<file path="src/rtl/zadajnik_obrotow.sv">
// Engine speed setpoint generator: debounced buttons/switch set a target rpm, actual rpm
// ramps toward it one step at a time, and clocks-per-degree comes from a serial divider.
module zadajnik_obrotow #(
    parameter int NUM_K           = 20160,
    parameter int RPM_MIN         = 5,
    parameter int RPM_MAX         = 127,
    parameter int RPM_KROK        = 5,
    parameter int RAMP_CYCLES     = 1000,
    parameter int DEBOUNCE_CYCLES = 16
) (
    input  logic       clk,
    input  logic       rst_n,
    input  logic       przycisk_gora,
    input  logic       przycisk_dol,
    input  logic       wlacz,
    output logic [6:0] rpm,
    output logic       sygnal_zmiany_rpm,
    output logic       rozruch,
    output logic [8:0] taktowanie_na_stopien,
    output logic [1:0] stan
);
    typedef enum logic [1:0] {
        STOP      = 2'd0,
        ROZRUCH   = 2'd1,
        PRACA     = 2'd2,
        HAMOWANIE = 2'd3
    } stan_t;

    localparam int          DW        = $clog2(DEBOUNCE_CYCLES + 1);
    localparam int          RW        = $clog2(RAMP_CYCLES + 1);
    localparam logic [4:0]  DIV_STEPS = 5'd20;
    localparam logic [19:0] C_NUM     = 20'(NUM_K);
    localparam logic [7:0]  C_MIN8    = 8'(RPM_MIN);
    localparam logic [7:0]  C_MAX8    = 8'(RPM_MAX);
    localparam logic [7:0]  C_KROK8   = 8'(RPM_KROK);
    localparam logic [6:0]  C_MIN7    = 7'(RPM_MIN);
    localparam logic [6:0]  C_MAX7    = 7'(RPM_MAX);
    localparam logic [6:0]  C_KROK7   = 7'(RPM_KROK);

    // Channel order: 0 = gora, 1 = dol, 2 = wlacz.
    logic [2:0]    w_raw;
    logic [2:0]    r_sync1;
    logic [2:0]    r_sync2;
    logic [2:0]    r_stable;
    logic [DW-1:0] r_deb_cnt [3];
    logic [2:0]    w_accept;

    assign w_raw = {wlacz, przycisk_dol, przycisk_gora};

    always_comb begin
        w_accept = '0;
        for (int i = 0; i < 3; i++)
            w_accept[i] = (r_sync2[i] != r_stable[i]) && (r_deb_cnt[i] == DW'(DEBOUNCE_CYCLES - 1));
    end

    always_ff @(posedge clk or negedge rst_n) begin
        if (!rst_n) begin
            r_sync1  <= '0;
            r_sync2  <= '0;
            r_stable <= '0;
            for (int i = 0; i < 3; i++) r_deb_cnt[i] <= '0;
        end else begin
            r_sync1 <= w_raw;
            r_sync2 <= r_sync1;
            for (int i = 0; i < 3; i++) begin
                if (r_sync2[i] == r_stable[i]) begin
                    r_deb_cnt[i] <= '0;
                end else if (w_accept[i]) begin
                    r_deb_cnt[i] <= '0;
                    r_stable[i]  <= r_sync2[i];
                end else begin
                    r_deb_cnt[i] <= r_deb_cnt[i] + DW'(1);
                end
            end
        end
    end

    logic       w_ev_gora;
    logic       w_ev_dol;
    logic [7:0] w_up;
    logic [6:0] w_dn;
    logic [6:0] r_target;

    assign w_ev_gora = w_accept[0] & r_sync2[0];
    assign w_ev_dol  = w_accept[1] & r_sync2[1];
    assign w_up      = {1'b0, r_target} + C_KROK8;
    assign w_dn      = r_target - C_KROK7;

    // Presses accepted on the same edge cancel each other.
    always_ff @(posedge clk or negedge rst_n) begin
        if (!rst_n) begin
            r_target <= C_MIN7;
        end else if (w_ev_gora && !w_ev_dol) begin
            r_target <= (w_up > C_MAX8) ? C_MAX7 : w_up[6:0];
        end else if (w_ev_dol && !w_ev_gora) begin
            r_target <= ({1'b0, r_target} < (C_MIN8 + C_KROK8)) ? C_MIN7 : w_dn;
        end
    end

    stan_t         r_stan;
    logic          r_rozruch;
    logic [6:0]    r_rpm;
    logic [8:0]    r_takt;
    logic          r_strobe;
    logic          r_busy;
    logic [4:0]    r_div_cnt;
    logic [19:0]   r_num;
    logic [6:0]    r_rem;
    logic [19:0]   r_quo;
    logic [6:0]    r_rpm_next;
    logic [RW-1:0] r_ramp_cnt;

    logic [6:0] w_goal;
    logic       w_ramp_ok;
    logic       w_tick;
    logic       w_publish;
    logic [6:0] w_rpm_step;
    logic [7:0] w_shift;
    logic       w_fits;
    logic [8:0] w_takt;

    assign w_goal     = (r_stan == ROZRUCH || r_stan == PRACA) ? r_target : 7'd0;
    assign w_ramp_ok  = !r_busy && (r_rpm != w_goal);
    assign w_tick     = w_ramp_ok && (r_ramp_cnt == RW'(RAMP_CYCLES));
    assign w_publish  = r_busy && (r_div_cnt == DIV_STEPS);
    assign w_rpm_step = (r_rpm < w_goal) ? r_rpm + 7'd1 : r_rpm - 7'd1;
    assign w_shift    = {r_rem, r_num[19]};
    assign w_fits     = w_shift >= {1'b0, r_rpm_next};
    assign w_takt     = (r_quo > 20'd511) ? 9'd511 : r_quo[8:0];

    // sygnal_zmiany_rpm is a one-cycle valid with no ready: rpm and taktowanie_na_stopien
    // change only in the cycle it is high and are stable whenever it is low.
    always_ff @(posedge clk or negedge rst_n) begin
        if (!rst_n) begin
            r_stan     <= STOP;
            r_rozruch  <= 1'b0;
            r_rpm      <= '0;
            r_takt     <= '0;
            r_strobe   <= 1'b0;
            r_busy     <= 1'b0;
            r_div_cnt  <= '0;
            r_num      <= '0;
            r_rem      <= '0;
            r_quo      <= '0;
            r_rpm_next <= '0;
            r_ramp_cnt <= '0;
        end else begin
            r_strobe <= 1'b0;
            if (r_busy) begin
                if (w_publish) begin
                    r_busy   <= 1'b0;
                    r_rpm    <= r_rpm_next;
                    r_takt   <= w_takt;
                    r_strobe <= 1'b1;
                end else begin
                    r_rem     <= 7'(w_fits ? (w_shift - {1'b0, r_rpm_next}) : w_shift);
                    r_num     <= {r_num[18:0], 1'b0};
                    r_quo     <= {r_quo[18:0], w_fits};
                    r_div_cnt <= r_div_cnt + 5'd1;
                end
            end else if (w_tick) begin
                // A step to zero skips the division and publishes on the next edge.
                r_busy     <= 1'b1;
                r_rpm_next <= w_rpm_step;
                r_num      <= C_NUM;
                r_rem      <= '0;
                r_quo      <= '0;
                r_div_cnt  <= (w_rpm_step == 7'd0) ? DIV_STEPS : 5'd0;
                r_ramp_cnt <= '0;
            end else if (w_ramp_ok) begin
                r_ramp_cnt <= r_ramp_cnt + RW'(1);
            end else begin
                r_ramp_cnt <= '0;
            end

            case (r_stan)
                STOP: begin
                    if (r_stable[2]) begin
                        r_stan    <= ROZRUCH;
                        r_rozruch <= 1'b1;
                    end
                end
                ROZRUCH: begin
                    if (!r_stable[2])                          r_stan <= HAMOWANIE;
                    else if (!r_busy && (r_rpm == r_target))   r_stan <= PRACA;
                end
                PRACA: begin
                    if (!r_stable[2]) r_stan <= HAMOWANIE;
                end
                HAMOWANIE: begin
                    if (r_stable[2]) begin
                        r_stan <= ROZRUCH;
                    end else if ((w_publish && r_rpm_next == 7'd0) || (!r_busy && r_rpm == 7'd0)) begin
                        r_stan    <= STOP;
                        r_rozruch <= 1'b0;
                    end
                end
                default: r_stan <= STOP;
            endcase
        end
    end

    assign rpm                   = r_rpm;
    assign sygnal_zmiany_rpm     = r_strobe;
    assign rozruch               = r_rozruch;
    assign taktowanie_na_stopien = r_takt;
    assign stan                  = r_stan;
endmodule
</file>
<file path="config.mk">
export PLATFORM = sky130hd
export DESIGN_NAME = zadajnik_obrotow
export DESIGN_NICKNAME = d
export VERILOG_FILES = /design/src/rtl/zadajnik_obrotow.sv
export SDC_FILE = /design/constraint.sdc
export NUM_CORES = 1
export LEC_CHECK = 0
export BUFFER_PORTS_ARGS = -buffer_cell sky130_fd_sc_hd__buf_2
export CORE_MARGIN = 2
export CORE_UTILIZATION = 48
export CTS_BUF_LIST = sky130_fd_sc_hd__clkbuf_2
export DETAILED_ROUTE_END_ITERATION = 8
export PLACE_DENSITY_LB_ADDON = 0.15
export SETUP_SLACK_MARGIN = 0.05
export SLEW_MARGIN = 20
export SYNTH_ARGS = -nofsm -noshare
export SYNTH_HDL_FRONTEND = slang
export SYNTH_SLANG_ARGS = --single-unit
</file>
<file path="constraint.sdc">
create_clock -name clk -period 4 [get_ports clk]
set_input_delay 0.6 -clock clk [delete_from_list [all_inputs] [get_ports clk]]
set_output_delay 0.6 -clock clk [all_outputs]
set_load 0.005 [all_outputs]
</file>
==> metrics.txt <==
core box area 0.0119 mm^2; area delta synth->final 9.47%; CTS tree yes; Max stage delay cell, worst path or3_1; CP delay by family, top adder cells; post-CTS resize count 0; first-pass detailed-route iteration total 5; multi-input logic area 0.00270 mm^2; Finished Cell Area 0.00630 mm^2; Comb power frac 8.4%; Crit Path Class register to register; Final Net Count 618; worst path bufs/invs 1; Post-synth top flop dfrtp_1; worst IR drop on VDD 0.166 mV; synthesized instance count 544; RR Endpoint r_div_cnt[2]; total gr overflow 0; R2R Path Start stan[1]; XOR/XNOR Fraction of Synth Area 3.91%; Slew HR 48.7%; Final Slew Violations 0; ys async rst share 100%; die area 0.0129 mm^2; share of power burned in registers 56.6%; first-pass GRT wire length 19.5 mm; layout cell share with drive strength beyond 1 13.8%; Util after Layout 53.2%; All-Layer GR Usage 19.1%; Row Count 40; Leakage 3.00 nW; max-cap violation count 0; ratio of final minimum period to clock period 89.9%; final setup vio count 0; Psw 0.579 mW; most common cell after layout, fill and taps aside dfrtp_1; Pint 1.55 mW; port buffer count 24; Via Count 4175; crit path cell chain inv_1, ha_1, nand2_1, ha_1, a211oi_1, nor2_1, or3_1, fa_1, a21o_1, nand4_1, and4b_1, xor3_1, nand4b_1, o211ai_1; Simple-Gate Fraction of Synth Area 13.8%; Hold Slack 0.373 ns; routed length per instance 15.6 um; register area 0.00288 mm^2; Min-Delay Path Class register to register; Synth Warn # 0; setup TNS 0 ns; RSZ-0062 raised after global routing false; sequential area share after synthesis 50.0%; initial drt markers 284; Final Hold Viols 0; CP arrival 4.18 ns; Clock Tree Root clkbuf_2; Min-Delay Path Depth 0; Highest Clock Rate 278 MHz; Finished Layout Cells 737; sw frac 27.2%; multiplexer area fraction after synthesis 3.48%; number of global-route vias before repair 3994; synthesized area 0.00576 mm^2; largest net degree at the start of global routing 64; part of the power in the clock network 34.9%; clock-pin slew on the worst setup and hold paths 0.18 ns; Die W 114 um; most used cell, CP ha_1; pwr dens 338 mW/mm^2; fillers 1054; Slew @ Worst Pin 0.762 ns; Fin Clk Skew 0.0364 ns; most frequent cells in the layout 113 x dfrtp_1, 47 x nand2_1, 35 x ha_1; status complete, no violations; Remaining DRCs 0; TritonCTS Sinks 115; via/cell ratio 5.66; I/O pins 25; crit end category register; Largest stage delay, worst path 0.47 ns; Mean Syn Cell Area 10.6 um^2; Post-DP HPWL 7.85 mm; Worst Path Max Fanout 8; Post-synth EDFFs 0; Register-to-Register Path Depth 14; Routed Antenna Nets 0; Synth Area in Adders 8.30%; die span in y 114 um; dpl cells 700; reg-to-reg setup timing slack 0.40 ns; Syn Nets 586; H-Tree Depth 4; CTS Buf Count 17; clk_lat worst skew 0.70 ns; main combinational cell family by area after synthesis compound AO/OA/AOI/OAI gates; RD Place Congestion 0.861; initial antenna violation count 1; deepest clock path buffer count 2; Synth Area in Compound Gates 17.3%; fin crit period 3.60 ns; Routed WL 11.5 mm; Cell variety after synth 60; fin worst setup slack 0.404 ns; CP Data Required Time 4.58 ns; dpl ws 0.426 ns; hold path start r_sync1[0]; crit start category register; flops & latches, synth 115; placed inst area 0.00603 mm^2; total power 2.13 mW; Starting Density 48.6%; Hold Path End r_sync2[0]
==> cell families after synthesis <==
group | count (synthesis)
compound gates | 146
xor+xnor | 24
fa+ha+maj | 37
buf+inv | 48
flops | 115
mux | 18
simple gates | 156
==> layout make-up <==
| class | count | share of cell area (%) |
|---|---|---|
| Tap cell | 147 | 2.92 |
| Clock buffer | 19 | 1.51 |
| Multi-Input combinational cell | 381 | 42.8 |
| Timing Repair Buffer | 34 | 3.29 |
| Antenna cell | 1 | 0.0397 |
| Inverter | 27 | 1.61 |
| Sequential cell | 115 | 45.7 |
| Clock inverter | 13 | 2.16 |
==> synth_stat cells (all sizes together) (6+ instances only) <==
library cell | n | area, um^2
nor2b | 7 | 43.8
nand2 | 47 | 176
o22a | 14 | 123
dfrtp | 113 | 2830
xnor2 | 19 | 166
clkbuf | 16 | 60.1
nand4 | 10 | 62.6
nand3 | 11 | 55.1
a22o | 29 | 254
and3 | 7 | 43.8
o21ai | 47 | 235
nor3 | 9 | 45.0
nor4 | 6 | 43.8
inv | 27 | 101
mux2 | 13 | 150
ha | 35 | 438
nor2 | 34 | 135
a21oi | 20 | 100
==> worst max path at each step <==
stage / endpoint / slack (ns) / cells after the start / startpoint
finish: r_div_cnt[2] / 0.40 / 14 / stan[1]
global route: r_div_cnt[2] / 0.10 / 14 / stan[1]
CTS: r_div_cnt[2] / 0.41 / 14 / stan[1]
detailed placement: r_div_cnt[2] / 0.43 / 14 / stan[1]
global placement: r_div_cnt[2] / 0.57 / 14 / stan[1]
floorplan: r_div_cnt[2] / 0.71 / 14 / stan[0]
==> timing repair <==
item                      in CTS  in global routing
buffers inserted               0                  0
hold buffers                   4                  0
hold endpoints to repair      64                  0
==> state kept, by name, indices dropped and copies added (netlist names) <==
signal and cells:
r_quo 20, r_deb_cnt 15, r_num 14, r_ramp_cnt 10
taktowanie_na_stopien 9, r_rem 7, r_rpm_next 7, r_target 7
rpm 7, r_div_cnt 5, r_stable 3, r_sync1 3
r_sync2 3, stan 2, r_busy 1, rozruch 1
sygnal_zmiany_rpm 1
==> layer usage <==
layer  up-vias  share of wire [%]  global-route usage (%)
met4         0                1.2                    6.75
met5         -                  0                       0
li1       2039                  -                       -
met1      2030                 48                    27.0
met2        90                 47                    28.8
met3        16                3.8                    4.94
==> worst reg2reg max path: stages, from the launching register on <==
cell and delay, ns:
dfrtp_1 0.45, inv_1 0.09, ha_1 0.42, nand2_1 0.10, ha_1 0.30, a211oi_1 0.21
nor2_1 0.08, or3_1 0.47, fa_1 0.46, a21o_1 0.19, nand4_1 0.09, and4b_1 0.19
xor3_1 0.24, nand4b_1 0.13, o211ai_1 0.10
==> power groups by stage <==
stage	combinational (mW)	clock [mW]	sequential, mW
after floorplan	0.111	0	1.23
after global placement	0.168	0	1.22
after detailed placement	0.179	0	1.23
after CTS	0.184	0.767	1.21
after global routing	0.205	0.825	1.21
final	0.179	0.744	1.21
No activity file was read; power rests on OpenSTA's default activity.
